`config.mk`:
```
export PLATFORM = sky130hd
export DESIGN_NAME = pipelined_segmented_adder_flat
export DESIGN_NICKNAME = d
export VERILOG_FILES = /design/src/rtl/pipelined_segmented_adder_pkg.sv /design/src/rtl/pipelined_segmented_adder_if.sv /design/src/rtl/pipelined_segmented_adder_segment_adder.sv /design/src/rtl/pipelined_segmented_adder.sv /design/src/flat_wrapper.sv
export SDC_FILE = /design/constraint.sdc
export NUM_CORES = 1
export LEC_CHECK = 0
export CORE_UTILIZATION = 54
export DETAILED_ROUTE_END_ITERATION = 10
export GPL_TIMING_DRIVEN = 0
export PLACE_DENSITY = 0.79
export SYNTH_ARGS = -nofsm -noshare
export SYNTH_HDL_FRONTEND = slang
export SYNTH_HIERARCHICAL = 1
export SYNTH_SLANG_ARGS = --single-unit
export TNS_END_PERCENT = 20
```
`constraint.sdc`:
```
create_clock -name clk -period 3.5 [get_ports clk]
set_input_delay 0.7 -clock clk [delete_from_list [all_inputs] [get_ports clk]]
set_output_delay 0.7 -clock clk [all_outputs]
set_load 0.03 [all_outputs]
```
`src/rtl/pipelined_segmented_adder_pkg.sv`:
```
// Shared elaboration helpers for the segmented adder: stage count and
// the legality rule that WIDTH must split into whole SEG_W-bit segments.
package pipelined_segmented_adder_pkg;

    function automatic int calcNseg(input int width, input int segW);
        return width / segW;
    endfunction

    function automatic bit segLegal(input int width, input int segW);
        return (segW > 0) && (width >= segW) && ((width % segW) == 0);
    endfunction

endpackage

```
`src/rtl/pipelined_segmented_adder_if.sv`:
```
// Operand/result bundle of the segmented adder; master drives operands
// and the pipeline enable, slave (the adder) returns the tagged result.
interface pipelined_segmented_adder_if #(
    parameter int WIDTH = 16
);
    logic             en;
    logic             valid_in;
    logic [WIDTH-1:0] a;
    logic [WIDTH-1:0] b;
    logic             cin;
    logic             sub;
    logic             valid_out;
    logic [WIDTH-1:0] sum;
    logic             cout;
    logic             ovf;

    modport master (
        output en, valid_in, a, b, cin, sub,
        input  valid_out, sum, cout, ovf
    );

    modport slave (
        input  en, valid_in, a, b, cin, sub,
        output valid_out, sum, cout, ovf
    );
endinterface

```
`src/rtl/pipelined_segmented_adder_segment_adder.sv`:
```
// Combinational SEG_W-bit ripple chain built from the full-adder cell;
// c_msb exposes the carry into the top bit for signed-overflow detection.
module full_adder (
    input  logic a,
    input  logic b,
    input  logic cin,
    output logic sum,
    output logic cout
);
    assign sum  = a ^ b ^ cin;
    assign cout = (a & b) | (cin & (a ^ b));
endmodule

module segment_adder #(
    parameter int SEG_W = 4
) (
    input  logic [SEG_W-1:0] a,
    input  logic [SEG_W-1:0] b,
    input  logic             cin,
    output logic [SEG_W-1:0] sum,
    output logic             cout,
    output logic             c_msb
);
    // Per-bit carry nets live in their own generate scopes so the chain is not one looping vector.
    for (genvar i = 0; i < SEG_W; i++) begin : g_bit
        logic ci;
        logic co;
        if (i == 0) begin : g_first
            assign ci = cin;
        end else begin : g_next
            assign ci = g_bit[i-1].co;
        end
        full_adder u_fa (
            .a    (a[i]),
            .b    (b[i]),
            .cin  (ci),
            .sum  (sum[i]),
            .cout (co)
        );
    end

    assign cout  = g_bit[SEG_W-1].co;
    assign c_msb = g_bit[SEG_W-1].ci;
endmodule

```
`src/rtl/pipelined_segmented_adder.sv`:
```
// Pipelined add/subtract: one SEG_W-bit segment resolved per stage, carry registered
// between stages, operands skewed in and sums deskewed out so a result emerges whole.
module pipelined_segmented_adder
    import pipelined_segmented_adder_pkg::*;
#(
    parameter int WIDTH = 16,
    parameter int SEG_W = 4
) (
    input logic clk,
    input logic rst,
    pipelined_segmented_adder_if.slave bus
);
    localparam int NSEG = calcNseg(WIDTH, SEG_W);

    if (!segLegal(WIDTH, SEG_W)) begin : g_bad_width
        $error("pipelined_segmented_adder: WIDTH must be a positive multiple of SEG_W");
    end

    logic [WIDTH-1:0] bEff;
    logic             c0;
    logic [NSEG-1:0]  carryOut;
    logic [NSEG-1:0]  valid_q;
    logic [WIDTH-1:0] sumOut;
    logic             lastMsb;

    assign bEff = bus.b ^ {WIDTH{bus.sub}};
    assign c0   = bus.sub | bus.cin;

    for (genvar k = 0; k < NSEG; k++) begin : g_seg
        localparam int DEPTH = NSEG - 1 - k;
        logic [SEG_W-1:0] aStage;
        logic [SEG_W-1:0] bStage;
        logic             carryIn;
        logic [SEG_W-1:0] segSum_d;
        logic             segCout_d;
        logic             segMsb_d;
        logic [SEG_W-1:0] segSum_q;
        logic             segCarry_q;

        if (k == 0) begin : g_noskew
            assign aStage  = bus.a[SEG_W-1:0];
            assign bStage  = bEff[SEG_W-1:0];
            assign carryIn = c0;
        end else begin : g_skew
            // Segment k waits k cycles so it meets the carry rippling up from stage k-1.
            logic [SEG_W-1:0] aSkew_q [k];
            logic [SEG_W-1:0] bSkew_q [k];
            always_ff @(posedge clk) begin
                if (rst) begin
                    for (int j = 0; j < k; j++) begin
                        aSkew_q[j] <= '0;
                        bSkew_q[j] <= '0;
                    end
                end else if (bus.en) begin
                    aSkew_q[0] <= bus.a[k*SEG_W +: SEG_W];
                    bSkew_q[0] <= bEff[k*SEG_W +: SEG_W];
                    for (int j = 1; j < k; j++) begin
                        aSkew_q[j] <= aSkew_q[j-1];
                        bSkew_q[j] <= bSkew_q[j-1];
                    end
                end
            end
            assign aStage  = aSkew_q[k-1];
            assign bStage  = bSkew_q[k-1];
            assign carryIn = carryOut[k-1];
        end

        segment_adder #(.SEG_W(SEG_W)) u_add (
            .a     (aStage),
            .b     (bStage),
            .cin   (carryIn),
            .sum   (segSum_d),
            .cout  (segCout_d),
            .c_msb (segMsb_d)
        );

        always_ff @(posedge clk) begin
            if (rst) begin
                segSum_q   <= '0;
                segCarry_q <= 1'b0;
            end else if (bus.en) begin
                segSum_q   <= segSum_d;
                segCarry_q <= segCout_d;
            end
        end
        assign carryOut[k] = segCarry_q;

        if (k == NSEG - 1) begin : g_last
            // Carry into the MSB travels with the final stage so ovf lines up with cout.
            logic msbCarry_q;
            always_ff @(posedge clk) begin
                if (rst) begin
                    msbCarry_q <= 1'b0;
                end else if (bus.en) begin
                    msbCarry_q <= segMsb_d;
                end
            end
            assign lastMsb = msbCarry_q;
        end else begin : g_mid
            logic unusedMsb;
            assign unusedMsb = segMsb_d;
        end

        if (DEPTH == 0) begin : g_nodeskew
            assign sumOut[k*SEG_W +: SEG_W] = segSum_q;
        end else begin : g_deskew
            logic [SEG_W-1:0] dly_q [DEPTH];
            always_ff @(posedge clk) begin
                if (rst) begin
                    for (int j = 0; j < DEPTH; j++) begin
                        dly_q[j] <= '0;
                    end
                end else if (bus.en) begin
                    dly_q[0] <= segSum_q;
                    for (int j = 1; j < DEPTH; j++) begin
                        dly_q[j] <= dly_q[j-1];
                    end
                end
            end
            assign sumOut[k*SEG_W +: SEG_W] = dly_q[DEPTH-1];
        end
    end

    always_ff @(posedge clk) begin
        if (rst) begin
            valid_q <= '0;
        end else if (bus.en) begin
            valid_q[0] <= bus.valid_in;
            for (int j = 1; j < NSEG; j++) begin
                valid_q[j] <= valid_q[j-1];
            end
        end
    end

    assign bus.valid_out = valid_q[NSEG-1];
    assign bus.sum       = sumOut;
    assign bus.cout      = carryOut[NSEG-1];
    assign bus.ovf       = lastMsb ^ carryOut[NSEG-1];
endmodule
```
`src/flat_wrapper.sv`:
```
// flat-port wrapper written by rule: the top's interface ports become plain ports
module pipelined_segmented_adder_flat import pipelined_segmented_adder_pkg::*;
#(
    parameter int WIDTH = 16,
    parameter int SEG_W = 4
)
  (clk, rst, bus_en, bus_valid_in, bus_a, bus_b, bus_cin, bus_sub, bus_valid_out, bus_sum, bus_cout, bus_ovf);
  pipelined_segmented_adder_if #(.WIDTH(WIDTH)) bus_i ();
  input logic clk;
  input logic rst;
  input wire logic [$bits(bus_i.en)-1:0] bus_en;
  input wire logic [$bits(bus_i.valid_in)-1:0] bus_valid_in;
  input wire logic [$bits(bus_i.a)-1:0] bus_a;
  input wire logic [$bits(bus_i.b)-1:0] bus_b;
  input wire logic [$bits(bus_i.cin)-1:0] bus_cin;
  input wire logic [$bits(bus_i.sub)-1:0] bus_sub;
  output wire logic [$bits(bus_i.valid_out)-1:0] bus_valid_out;
  output wire logic [$bits(bus_i.sum)-1:0] bus_sum;
  output wire logic [$bits(bus_i.cout)-1:0] bus_cout;
  output wire logic [$bits(bus_i.ovf)-1:0] bus_ovf;
  assign bus_i.en = bus_en;
  assign bus_i.valid_in = bus_valid_in;
  assign bus_i.a = bus_a;
  assign bus_i.b = bus_b;
  assign bus_i.cin = bus_cin;
  assign bus_i.sub = bus_sub;
  assign bus_valid_out = bus_i.valid_out;
  assign bus_sum = bus_i.sum;
  assign bus_cout = bus_i.cout;
  assign bus_ovf = bus_i.ovf;
  pipelined_segmented_adder #(.WIDTH(WIDTH), .SEG_W(SEG_W)) u_core (.clk(clk), .rst(rst), .bus(bus_i));
endmodule
```
**Yosys cells after proc, flatten, opt, wreduce, memory -nomap -nowiden**

Memories as Yosys holds them, arrays and structs flattened.
Index checks and enable logic that the tools add are counted.

- Memories: 9
- Memory bits (writable): 72
- Output and inout port bits: 19
- Register bits: 25
- Word-level logic and storage cells: 146
- Input port bits: 38

Memories:

| memory | depth | bits a word | read ports | clocked after Yosys merged registers in | wr ports | line | source |
|---|---|---|---|---|---|---|---|
| u_core.g_seg[0].g_deskew.dly_q | 3 | 4 | 3 | 0 | 3 | pipelined_segmented_adder.sv:107 | `logic [SEG_W-1:0] dly_q [DEPTH];` |
| u_core.g_seg[3].g_skew.aSkew_q | 3 | 4 | 3 | 0 | 3 | pipelined_segmented_adder.sv:46 | `logic [SEG_W-1:0] aSkew_q [k];` |
| u_core.g_seg[3].g_skew.bSkew_q | 3 | 4 | 3 | 0 | 3 | pipelined_segmented_adder.sv:47 | `logic [SEG_W-1:0] bSkew_q [k];` |
| u_core.g_seg[1].g_deskew.dly_q | 2 | 4 | 2 | 0 | 2 | pipelined_segmented_adder.sv:107 |  |
| u_core.g_seg[2].g_skew.aSkew_q | 2 | 4 | 2 | 0 | 2 | pipelined_segmented_adder.sv:46 |  |
| u_core.g_seg[2].g_skew.bSkew_q | 2 | 4 | 2 | 0 | 2 | pipelined_segmented_adder.sv:47 |  |
| 3 more memories | n/a | n/a | n/a | n/a | n/a | n/a |  |

- Bitwise logic cells: 98
- Muxes and demuxes: 26
- Reduce and logical (&&, ||, !) cells: 3

Operators by type and width:

| kind | count |
|---|---|
| 2-to-1 mux 4 bit | 18 |
| bitwise XOR 1 bit | 33 |
| AND 1 bit | 32 |
| bitwise OR 1 bit | 32 |
| bitwise XOR 16 bit | 1 |
| OR reduction 4 bit | 3 |
| 2-to-1 mux 1 bit | 8 |

**Logic depth before layout (Yosys ltp)**

Gate-level depths: netlist (run 1).

- Depth in word-level cells: 10
- Gate-level depth with buffers: 9

**Hierarchy**

The synthesis (run 1) kept the hierarchy.

By module, submodules not included:

| module | area each (µm²) | seq. area each (µm²) | cells each | times used |
|---|---|---|---|---|
| pipelined_segmented_adder | 3794.9 | 2662.6 | 263 | 1 |
| full_adder | 20.0 | 0.0 | 1 | 16 |

**Worst setup path after synthesis (run 1)**

Ideal clock, no wire load.

- Kind: input port to flip-flop
- From: in bus_en
- To: mem u_core.g_seg[0].g_deskew.dly_q[0][0], enable pin
- Cell stages on the path: 3
- Setup time: 0.434 ns
- Arrival: 2.698 ns
- Setup slack: 0.367 ns
- Path buffers: 2
- Cells stage by stage: buf_4 > buf_4 > or2_1

RTL lines:

| what | line | source |
|---|---|---|
| from (decl) | flat_wrapper.sv:11 | `input wire logic [$bits(bus_i.en)-1:0] bus_en;` |
| to (decl) | pipelined_segmented_adder.sv:107 |  |

**Worst setup path after layout (run 1)**

- From: in bus_cin
- To: reg u_core.g_seg[0].segSum_q[3]

- Longest elaborated chain between the ends: 8

RTL lines:

| what | line | source |
|---|---|---|
| from (decl) | flat_wrapper.sv:15 | `input wire logic [$bits(bus_i.cin)-1:0] bus_cin;` |
| bitwise OR 1 bit | pipelined_segmented_adder.sv:27 | `assign c0 = bus.sub \| bus.cin;` |
| named net u_core.c0 | pipelined_segmented_adder.sv:20 | `logic c0;` |
| AND 1 bit | pipelined_segmented_adder_segment_adder.sv:11 | `assign cout = (a & b) \| (cin & (a ^ b));` |
| bitwise OR 1 bit | pipelined_segmented_adder_segment_adder.sv:11 |  |
| named net u_core.g_seg[0].u_add.g_bit[0].co | pipelined_segmented_adder_segment_adder.sv:27 | `logic co;` |
| AND 1 bit | pipelined_segmented_adder_segment_adder.sv:11 |  |
| bitwise OR 1 bit | pipelined_segmented_adder_segment_adder.sv:11 |  |
| named net u_core.g_seg[0].u_add.g_bit[1].co | pipelined_segmented_adder_segment_adder.sv:27 |  |
| AND 1 bit | pipelined_segmented_adder_segment_adder.sv:11 |  |
| bitwise OR 1 bit | pipelined_segmented_adder_segment_adder.sv:11 |  |
| named net u_core.g_seg[0].g_mid.unusedMsb | pipelined_segmented_adder.sv:100 | `logic unusedMsb;` |
| bitwise XOR 1 bit | pipelined_segmented_adder_segment_adder.sv:10 | `assign sum = a ^ b ^ cin;` |
| named net u_core.g_seg[0].segSum_d[3] | pipelined_segmented_adder.sv:34 | `logic [SEG_W-1:0] segSum_d;` |
| to (signal assigned) | pipelined_segmented_adder.sv:82 | `segSum_q <= segSum_d;` |
| to (decl) | pipelined_segmented_adder.sv:37 | `logic [SEG_W-1:0] segSum_q;` |

The timed path passes the listed nets, and every way through them passes these cells.
A chain may end at the register's enable or synchronous reset.

==> results.txt, run 1 <==
----------------------------------------------------
[Global route]
  Initial antenna violation count ... 0
  Total Routing Usage GR ... 17.1%
  Largest net degree at the start of global routing ... 73
  Vias in the first global route ... 2017
  Wire length of the first global-routing pass ... roughly 9700 um
  Residual overflow from global routing ... 0

[Floorplanning]
  Standard-cell row count ... 31
  Area inside the core boundary ... 0.00729 mm2
  X dimension of the die ... 89.3 um
  I/O pin cnt ... 57
  DIE AREA ... 0.00797 mm2
  Die height ... 89.3 um
  Initial Utilization ... 56.4%

[Pwr]
  Leak pwr ... 2.00 nW
  Pwr/cell area ... 485 mW/mm2
  Highest ir drop seen on vdd ... roughly 0.25 mV
  Total power draw ... 2.42 mW

[Final layout]
  Final Core Density ... a little under 70%
  Layout cell share with drive strength beyond 1 ... a little over a tenth
  Area delta synth->final ... 21.3%
  Final cell count without fillers ... ~450
  Number of diodes added for antenna fixing ... 0
  Final nets ... roughly 400

[Logic synthesis]
  Gate count after technology mapping ... 279
  Register area share after synthesis ... 64.7%
  Synth Cell Area ... 0.00412 mm2
  Syn nets ... 333
  Synthesis warning total ... 6
  Unique cell type count in the Yosys netlist ... 15
  Synthesis-stage register bit count ... 97
  Synth top area share ... between 50% and 60%
  Avg Inst Size Synth ... 14.7 um2
  Most used standard cell by instance count after synthesis ... edfxtp_1
  Number of synthesized flops with an enable pin ... 72
  Asr flop ratio synth ... 0%
  Yosys top cell by area ... edfxtp_1
  Commonest cells post-synth ... edfxtp_1, and2_1, nor2_1
  Largest cells by area after synthesis ... edfxtp_1, dfxtp_1, and2_1
  Primary FF master, synth ... edfxtp_1

[Clocking]
  CTS root buf ... clkbuf_8
  Buffers inserted during post-CTS setup optimization ... 0
  H-tree level count ... 3
  Clock tree from TritonCTS ... done
  Clock latency on the worst-skew pair ... 0.35 ns
  Total CTS buffers ... 9
  Count of hold buffers inserted by post-cts repair ... 0
  Post-CTS Resized ... 0
  Clock-pin slew of the registers on the worst-case setup and hold paths ... about 0.090 ns
  Clock Path Buffers ... 2
  Count of clock tree sinks ... 97

[Timing]
  Final setup violation count ... 0
  Max frequency ... ~350 MHz
  Unrepaired setup endpoints after global routing ... false
  Final Hold Vio Count ... 0
  Headroom to the max-slew limit ... between 30 and 40%
  Transition time at the pin with the least slew margin ... 0.986 ns
  Final period demand of the worst path ... 2.88 ns
  Final Max Slew Viols ... 0
  Final worst-path cycle share ... 82.3%
  Clock skew ... 0.00601 ns

[Detailed routing]
  Drt wl/cell ... 13.6 um
  DRT Pass-1 Iters ... 4
  Remaining antenna violation count ... 0
  Via count ... between 2k and 2.5k
  Wire length after detailed routing ... 6060 um
  DRC violation count after routing ... 0
  Via/cell ratio ... 4.73
  Number of violations reported at the end of detailed-routing iteration 0 ... a little under 60

[Setup path]
  Required time of the critical path ... 3.74 ns
  Critical Path Fanout Max ... 1
  Sort of element at the end of the critical path ... flip-flop
  Data arrival time of the worst path ... about 3.1 ns
  Start-to-end type of the worst setup path ... input pin to flip-flop
  Crit path launch type ... input pin
  Register-to-register setup slack ... 1.00 ns

[Run status]
  Outcome ... finished, final reports clean

[Placement]
  IO Port Bufs ... 53
  Post-DP HPWL ... 4180 um
  Routability-driven placement congestion ratio ... 0.753
  Placed cell count ... between 400 and 500

[Run]
  Number of max-cap violations ... 0

[Hold path]
  Worst hold path type ... flip-flop to flip-flop

----------------------------------------------------
-- power breakdown --
group | internal, mW | switching, mW
clock network | 0.420 | 0.357
registers | 1.32 | 0.0325
logic | 0.148 | 0.139
total | 1.89 | 0.529
-- cells by family after synthesis --
| kind of cell | Yosys count | share of synthesized area, % |
|---|---|---|
| multiplexers | 25 | 6.08 |
| flip-flops | 97 | 64.7 |
| AND/OR/NAND/NOR | 101 | 13.2 |
| XOR/XNOR | 17 | 3.62 |
| adder cells (fa/ha/maj) | 16 | 7.78 |
| buffers and inverters | 23 | 4.62 |
-- worst paths after layout --
| kind | start | to | cells after the start |
|---|---|---|---|
| max | bus_cin | u_core/g_seg[0].segSum_q[3] | 8 |
| min reg2reg | u_core/g_seg[0].segSum_q[0] | u_core/g_seg[0].segSum_q[0] | 2 |
| max reg2reg | u_core/g_seg[2].g_skew.aSkew_q[0][4] | u_core/g_seg[2].segSum_q[3] | 6 |
| min | u_core/g_seg[0].segSum_q[0] | u_core/g_seg[0].segSum_q[0] | 2 |
-- sequential cells by signal (all words and copies together), names as in the netlist --
name / cells
u_core/bus.cout: 1
u_core/g_seg.g_deskew.dly_q: 24
u_core/g_seg.g_last.msbCarry_q: 1
u_core/g_seg.g_skew.aSkew_q: 24
u_core/g_seg.g_skew.bSkew_q: 24
u_core/g_seg.segCarry_q: 3
u_core/g_seg.segSum_q: 16
u_core/valid_q: 4
-- area by class of cell --
class                      instances  area [um2]
clock buffer                      11         141
multi-input combinational        159        1260
clock inverter                     5        78.8
sequential                        97        2660
fill                             540        2300
timing repair buffer              53         531
tap                               99         124
buffer                            23         190
-- worst max-delay path, cell delays in order --
cell             delay [ns]
clkdlybuf4s50_1        0.40
or2_1                  0.22
fa_1                   0.37
fa_1                   0.41
fa_1                   0.40
fa_1                   0.43
mux2i_1                0.14
nor2_1                 0.05
-- cells in the final DEF, fill, tap and decap left out --
cell             Yosys  final
edfxtp_1            72     72
and2_1              60     60
clkdlybuf4s50_1      0     53
nor2_1              37     37
mux2i_1             25     25
dfxtp_1             25     25
fa_1                16     16
xnor2_1             12     12
buf_4               11     11
clkbuf_8             0     10
buf_6                8      8
xor2_1               5      5
clkbuf_1             2      3
bufinv_16            0      2
clkinvlp_4           0      2
buf_2                2      2
clkinv_1             0      1
or2_4                0      1
or2_1                2      1
and2b_4              1      1
nand2b_1             1      1
-- metal layers --
metal  wire length (um)  vias to the layer above  global-route usage (%)
met1               2700                     1004                    22.0
met4                128                        0                    7.79
met3                208                       11                    3.14
met5                  0                        -                       0
li1                   -                     1045                       -
met2               3020                       53                    28.3
-- through the flow --
| step | setup slack (ns) | setup TNS (ns) | hold slack [ns] | cell area (um2) |
|---|---|---|---|---|
| after floorplan | 0.367 | 0 | 0.452 | 4120 |
| after global routing | 0.535 | 0 | 0.521 | 4990 |
| after CTS | 0.605 | 0 | 0.500 | 4990 |
| final | 0.620 | 0 | 0.498 | 4990 |
| after detailed placement | 0.234 | 0 | 0.475 | 4770 |
| after global placement | -0.319 | -22.84 | 0.464 | 4770 |
No activity file was read; power rests on OpenSTA's default activity.
==> inputs of run 2 (changes only) <==
Settings changed: CORE_UTILIZATION 54 to 49, PLACE_DENSITY 0.79 to 0.76.
Clock period 3.5 ns to 2.33 ns, I/O delays scaled along.
==> run 2 against run 1 <==
  * Non-clock buffer count unchanged
  * Register-to-register slack lost 0.96 ns
  * Worst setup slack worse by 0.59 ns
  * Design area up 1.6%
  * Core utilization decreased by 6.4 points
  * Die area increased by 10%
  * Sequential share of layout area down 0.85 points
  * Via count decreased by 1.1%
  * Sequential cell count did not move
  * First-iteration DRC count up 86%
  * Hold slack worse by 0.17 ns
  * Critical endpoint unchanged
  * Largest power group unchanged
  * Highest routed layer unchanged
==> results.txt, run 2 (same netlist as run 1, synthesis figures left out) <==
----------------------------------------------------
[Run status]
  Outcome ... finished, final reports clean (unchanged)

[Timing]
  Fin worst setup slack ... 0.0255 ns (was 0.620 ns)
  Clock skew ... 0.00736 ns (was 0.00601 ns)
  Final period demand of the worst path ... 2.30 ns
  Unrepaired setup endpoints after global routing ... true (was false)
  Final Hold Vio Count ... 0 (unchanged)
  Setup TNS after final layout ... 0 ns (unchanged)
  Final worst-path cycle share ... between 90% and 100%
  Worst hold margin ... 0.324 ns (was 0.498 ns)
  Headroom to the max-slew limit ... 35.3% (was 34.3%)
  Final setup violation count ... 0 (unchanged)
  Final Max Slew Viols ... 0 (unchanged)
  Transition time at the pin with the least slew margin ... 0.971 ns (was 0.986 ns)
  Max frequency ... 434 MHz

[Detailed routing]
  Wire length after detailed routing ... 6420 um (was 6060 um)
  Drt wl/cell ... 14.2 um (was 13.6 um)
  Via/cell ratio ... 4.61 (was 4.73)
  Via count ... 2090 (was 2113)
  DRC violation count after routing ... 0 (unchanged)
  Number of violations reported at the end of detailed-routing iteration 0 ... 108 (was 58)
  DRT Pass-1 Iters ... 4 (unchanged)
  Remaining antenna violation count ... 0 (unchanged)

[Setup path]
  Critical Path Fanout Max ... 1 (unchanged)
  FF-to-FF End ... u_core/g_seg[2].segSum_q[3] (unchanged)
  Sort of element at the end of the critical path ... flip-flop (unchanged)
  Required time of the critical path ... 2.62 ns (was 3.74 ns)
  Number of cell instances on the worst register-to-register path ... 6 (unchanged)
  Crit path launch type ... input pin (unchanged)
  R2r startpoint ... u_core/g_seg[2].g_skew.aSkew_q[0][4] (unchanged)
  Data arrival time of the worst path ... 2.59 ns (was 3.12 ns)
  Register-to-register setup slack ... 0.04 ns (was 1.00 ns)
  Start-to-end type of the worst setup path ... input pin to flip-flop (unchanged)

[Hold path]
  Worst hold path startpoint ... rst (was u_core/g_seg[0].segSum_q[0])
  Number of cells on the worst hold path ... 2 (unchanged)
  Sink of the worst hold path ... u_core/g_seg[1].segSum_q[3] (was u_core/g_seg[0].segSum_q[0])
  Worst hold path type ... input pin to flip-flop (was flip-flop to flip-flop)

[Placement]
  Placed cell count ... 437 (was 431)
  Routability-driven placement congestion ratio ... 0.755 (was 0.753)
  Post-DP HPWL ... 4260 um (was 4180 um)
  Area after DPL ... 0.00478 mm2 (was 0.00477 mm2)
  IO Port Bufs ... 53 (unchanged)
  Placement Setup Slack ... -0.760 ns (was 0.234 ns)

[Floorplanning]
  X dimension of the die ... 93.6 um (was 89.3 um)
  Initial Utilization ... 50.3% (was 56.4%)
  Die height ... 93.6 um (was 89.3 um)
  Area inside the core boundary ... 0.00818 mm2 (was 0.00729 mm2)
  Standard-cell row count ... 33 (was 31)
  I/O pin cnt ... 57 (unchanged)
  DIE AREA ... 0.00877 mm2 (was 0.00797 mm2)

[Pwr]
  Highest ir drop seen on vdd ... 0.396 mV (was 0.253 mV)
  Leak pwr ... 2.01 nW (was 2.00 nW)
  Total power draw ... 3.73 mW (was 2.42 mW)
  Pwr/cell area ... 736 mW/mm2 (was 485 mW/mm2)

[Global route]
  Initial antenna violation count ... 0 (unchanged)
  Total Routing Usage GR ... 16.4% (was 17.1%)
  Residual overflow from global routing ... 0 (unchanged)
  Wire length of the first global-routing pass ... 10500 um (was 9650 um)
  Largest net degree at the start of global routing ... 73 (unchanged)
  Vias in the first global route ... 2127 (was 2017)

[Final layout]
  Area delta synth->final ... 23.3% (was 21.3%)
  Final Core Density ... 62.1% (was 68.5%)
  Total area of multi-input combinational cells ... 0.00131 mm2 (was 0.00126 mm2)
  Top flop regs ... u_core/g_seg.g_deskew.dly_q (24), u_core/g_seg.g_skew.aSkew_q (24), u_core/g_seg.g_skew.bSkew_q (24) (unchanged)
  Area of all placed cells without fillers ... 0.00507 mm2 (was 0.00499 mm2)
  FF+latch area ... 0.00266 mm2 (unchanged)
  Layout cell share with drive strength beyond 1 ... 15.2% (was 10.6%)
  Most common cell after layout, fill and taps aside ... edfxtp_1 (unchanged)
  Number of diodes added for antenna fixing ... 0 (unchanged)
  Final nets ... 397 (unchanged)
  Final cell count without fillers ... 453 (was 447)
  Highest-count cells in the layout ignoring fill and taps ... edfxtp_1, and2_1, clkdlybuf4s50_1 (unchanged)
  Total of fill cells in the finished design ... 602 (was 540)

[Clocking]
  Total CTS buffers ... 9 (unchanged)
  Count of hold buffers inserted by post-cts repair ... 0 (unchanged)
  Clock tree from TritonCTS ... done (unchanged)
  CTS root buf ... clkbuf_8 (unchanged)
  Clock latency on the worst-skew pair ... 0.35 ns (about the same)
  Count of clock tree sinks ... 97 (unchanged)
  H-tree level count ... 3 (unchanged)
  Clock Path Buffers ... 2 (unchanged)
  Clock-pin slew of the registers on the worst-case setup and hold paths ... 0.09 ns (about the same)

[Run]
  Number of max-cap violations ... 0 (unchanged)

----------------------------------------------------
## run 2: cell count changes in the layout (fill, tap and decap cells not counted), moves of 2 or more
cell             delta
clkbuf_1            +3
clkdlybuf4s50_1     -3
clkinvlp_4          -2
fa_1               -14
fa_2               +14
## run 2: how the worst max path moves through the flow
stage	from	end	slack, ns
floorplan	bus_sub	u_core/g_seg[0].segSum_q[3]	-0.54
global placement	bus_cin	u_core/g_seg[0].segSum_q[3]	-0.68
detailed placement	bus_cin	u_core/g_seg[0].segSum_q[3]	-0.76
CTS	bus_sub	u_core/g_seg[0].segSum_q[3]	-0.16
global route	u_core/g_seg[2].g_skew.aSkew_q[0][4]	u_core/g_seg[2].segSum_q[3]	-0.07
finish	bus_b[0]	u_core/g_seg[0].segSum_q[3]	0.03
## run 2: power by group
part	internal [mW]	switching (mW)	leakage [nW]
Clock	0.716	0.528	0.112
Combinational	0.233	0.214	0.901
Sequential	1.99	0.0528	0.995
Total	2.94	0.794	2.01
## run 2: repair_timing
action                                  CTS  global route
endpoints found under the setup margin    9             8
pin swaps                                 6             5
buffers inserted                          1             0
gates resized for setup                  25             4
endpoints found under the hold margin     0             0
## run 2: routing by layer
metal	global-route usage [%]	up-vias	routed length (um)
met2	27.9	45	3270
met4	7.95	0	135
li1	-	1047	-
met3	2.60	10	195
met5	0	-	0
met1	20.4	988	2820
## run 2: cell type report
| cell class | count | area share (%) |
|---|---|---|
| clock inverters | 3 | 1.78 |
| flip-flops and latches | 97 | 52.5 |
| multi-input cells | 159 | 25.8 |
| repair buffers | 54 | 10.6 |
| plain buffers | 22 | 3.97 |
| clock buffers | 13 | 2.74 |
| well taps | 105 | 2.59 |
## run 2: critical path, stage by stage
cell and delay, ns:
clkdlybuf4s15_2 0.20, xor2_2 0.15, fa_2 0.36, fa_2 0.36, fa_2 0.36, fa_2 0.53, mux2i_1 0.07, nor2_1 0.08
==> inputs of run 3 (changes only) <==
Settings changed: SETUP_SLACK_MARGIN set to 0.15.
==> run 3 against run 2 <==
  * The run now ends with setup timing left
  * Non-clock buffer count unchanged
  * Die area unchanged
  * Design area decreased by 0.39%
  * Via count barely moved
  * Largest cell class unchanged
  * Highest routed layer unchanged
==> results.txt, run 3 (same netlist as run 1, synthesis figures left out) <==
----------------------------------------------------
[Run status]
  Outcome ... finished, violations left (was finished, final reports clean)
  Failing checks ... setup timing

[Floorplanning]
  Die height ... 93.6 um (unchanged)
  I/O pin cnt ... 57 (unchanged)
  Standard-cell row count ... 33 (unchanged)
  X dimension of the die ... 93.6 um (unchanged)
  DIE AREA ... 0.00877 mm2 (unchanged)
  Area inside the core boundary ... 0.00818 mm2 (unchanged)
  Initial Utilization ... 50.3% (unchanged)

[Global route]
  Largest net degree at the start of global routing ... 73 (unchanged)
  Wire length of the first global-routing pass ... 10400 um (was 10500 um)
  Vias in the first global route ... 2073 (was 2127)
  Residual overflow from global routing ... 0 (unchanged)
  Initial antenna violation count ... 0 (unchanged)
  Total Routing Usage GR ... 16.3% (was 16.4%)

[Final layout]
  Final nets ... 397 (unchanged)
  Most common cell after layout, fill and taps aside ... edfxtp_1 (unchanged)
  Layout cell share with drive strength beyond 1 ... 14.9% (was 15.2%)
  Total area of multi-input combinational cells ... 0.00130 mm2 (was 0.00131 mm2)
  Final Core Density ... 61.8% (was 62.1%)
  FF+latch area ... 0.00266 mm2 (unchanged)
  Highest-count cells in the layout ignoring fill and taps ... edfxtp_1, and2_1, clkdlybuf4s50_1 (unchanged)
  Top flop regs ... u_core/g_seg.g_deskew.dly_q (24), u_core/g_seg.g_skew.aSkew_q (24), u_core/g_seg.g_skew.bSkew_q (24) (unchanged)
  Area delta synth->final ... 22.8% (was 23.3%)
  Total of fill cells in the finished design ... 640 (was 602)
  Number of diodes added for antenna fixing ... 0 (unchanged)
  Area of all placed cells without fillers ... 0.00505 mm2 (was 0.00507 mm2)

[Pwr]
  Highest ir drop seen on vdd ... 0.355 mV (was 0.396 mV)
  Total power draw ... 3.63 mW (was 3.73 mW)
  Pwr/cell area ... 718 mW/mm2 (was 736 mW/mm2)
  Leak pwr ... 1.99 nW (was 2.01 nW)

[Timing]
  Final period demand of the worst path ... 2.43 ns (was 2.30 ns)
  Unrepaired setup endpoints after global routing ... true (unchanged)
  Fin worst setup slack ... -0.0981 ns (was 0.0255 ns)
  Setup TNS after final layout ... -0.126 ns (was 0 ns)
  Final Max Slew Viols ... 0 (unchanged)
  Max frequency ... 412 MHz (was 434 MHz)
  Final Hold Vio Count ... 0 (unchanged)
  Transition time at the pin with the least slew margin ... 0.975 ns (was 0.971 ns)
  Final setup violation count ... 2 (was 0)
  Clock skew ... 0.00552 ns (was 0.00736 ns)
  Final worst-path cycle share ... 104% (was 98.9%)
  Headroom to the max-slew limit ... 35.0% (was 35.3%)

[Detailed routing]
  Remaining antenna violation count ... 0 (unchanged)
  DRC violation count after routing ... 0 (unchanged)
  Drt wl/cell ... 13.9 um (was 14.2 um)
  Number of violations reported at the end of detailed-routing iteration 0 ... 134 (was 108)
  DRT Pass-1 Iters ... 4 (unchanged)
  Via/cell ratio ... 4.61 (about the same)
  Wire length after detailed routing ... 6300 um (was 6420 um)
  Via count ... 2089 (was 2090)

[Clocking]
  Total CTS buffers ... 9 (unchanged)
  Count of hold buffers inserted by post-cts repair ... 0 (unchanged)
  Clock latency on the worst-skew pair ... 0.36 ns (was 0.35 ns)
  CTS root buf ... clkbuf_8 (unchanged)
  H-tree level count ... 3 (unchanged)
  Clock tree from TritonCTS ... done (unchanged)
  Count of clock tree sinks ... 97 (unchanged)
  Clock-pin slew of the registers on the worst-case setup and hold paths ... 0.09 ns (about the same)
  Clock Path Buffers ... 2 (unchanged)

[Placement]
  Placement Setup Slack ... -0.599 ns (was -0.760 ns)
  IO Port Bufs ... 53 (unchanged)
  Post-DP HPWL ... 4230 um (was 4260 um)
  Area after DPL ... 0.00479 mm2 (was 0.00478 mm2)
  Routability-driven placement congestion ratio ... 0.722 (was 0.755)

[Setup path]
  Critical Path Fanout Max ... 10 (was 1)
  Cells along the critical path ... buf_12, buf_12, or2_1, fa_2, fa_2, fa_2, fa_1, mux2i_1, nor2_1 (was clkdlybuf4s15_2, xor2_2, fa_2, fa_2, fa_2, fa_2, mux2i_1, nor2_1)
  Sort of element at the end of the critical path ... flip-flop (unchanged)
  Delay-heaviest family, CP ... adder cells (unchanged)
  Total buffers and inverters traversed by the critical path ... 2 (was 1)
  Slowest cell on the critical path ... fa_1 (was fa_2)
  Data arrival time of the worst path ... 2.68 ns (was 2.59 ns)
  Crit path launch type ... input pin (unchanged)
  Start-to-end type of the worst setup path ... input pin to flip-flop (unchanged)
  Largest stage delay, worst path ... 0.44 ns (was 0.53 ns)
  Register-to-register setup slack ... 0.05 ns (was 0.04 ns)
  Most prevalent standard cell on the critical path ... fa_2 (unchanged)
  Required time of the critical path ... 2.59 ns (was 2.62 ns)

[Hold path]
  Worst hold path type ... input pin to flip-flop (unchanged)

[Run]
  Number of max-cap violations ... 0 (unchanged)

----------------------------------------------------
==> run 3: through the flow <==
stage,cells,hold WS (ns)
2_1_floorplan,279,0.452
4_1_cts,453,0.309
3_5_place_dp,437,0.473
6_report,453,0.317
3_3_place_gp,437,0.464
5_1_grt,453,0.315
==> run 3: power by group <==
part	internal, mW	switching (mW)	total [mW]
Sequential	1.99	0.0519	2.04
Combinational	0.233	0.213	0.446
Clock	0.587	0.553	1.14
==> run 3: final cells by class <==
cell class              instances  area share [%]
clock inverters                 4           0.966
multi-input cells             159            25.8
well taps                     105            2.60
flip-flops and latches         97            52.7
plain buffers                  23            4.23
clock buffers                  12            3.29
repair buffers                 53            10.4
==> run 3: routing by layer <==
metal | GRT usage (%) | up-vias | part of all wire [%]
met1 | 21.0 | 979 | 45
met5 | 0 | - | 0
met3 | 4.63 | 8 | 3.8
met2 | 26.0 | 53 | 49
met4 | 6.92 | 0 | 1.6
li1 | - | 1049 | -
==> run 3: what timing repair did <==
item / 4_1_cts / 5_1_grt
pin swaps: 8 / 8
buffers inserted: 0 / 0
setup endpoints to repair: 9 / 8
endpoints found under the hold margin: 0 / 0
resized for setup: 18 / 0
==> run 3: final timing paths <==
check,from,end,cells past startpoint
max reg2reg,u_core/g_seg[3].g_skew.aSkew_q[0][8],u_core/g_seg[3].segSum_q[3],6
min reg2reg,u_core/g_seg[2].segSum_q[1],u_core/g_seg[2].segSum_q[1],2
max,bus_sub,u_core/g_seg[0].segSum_q[3],9
min,rst,u_core/g_seg[3].segSum_q[3],2
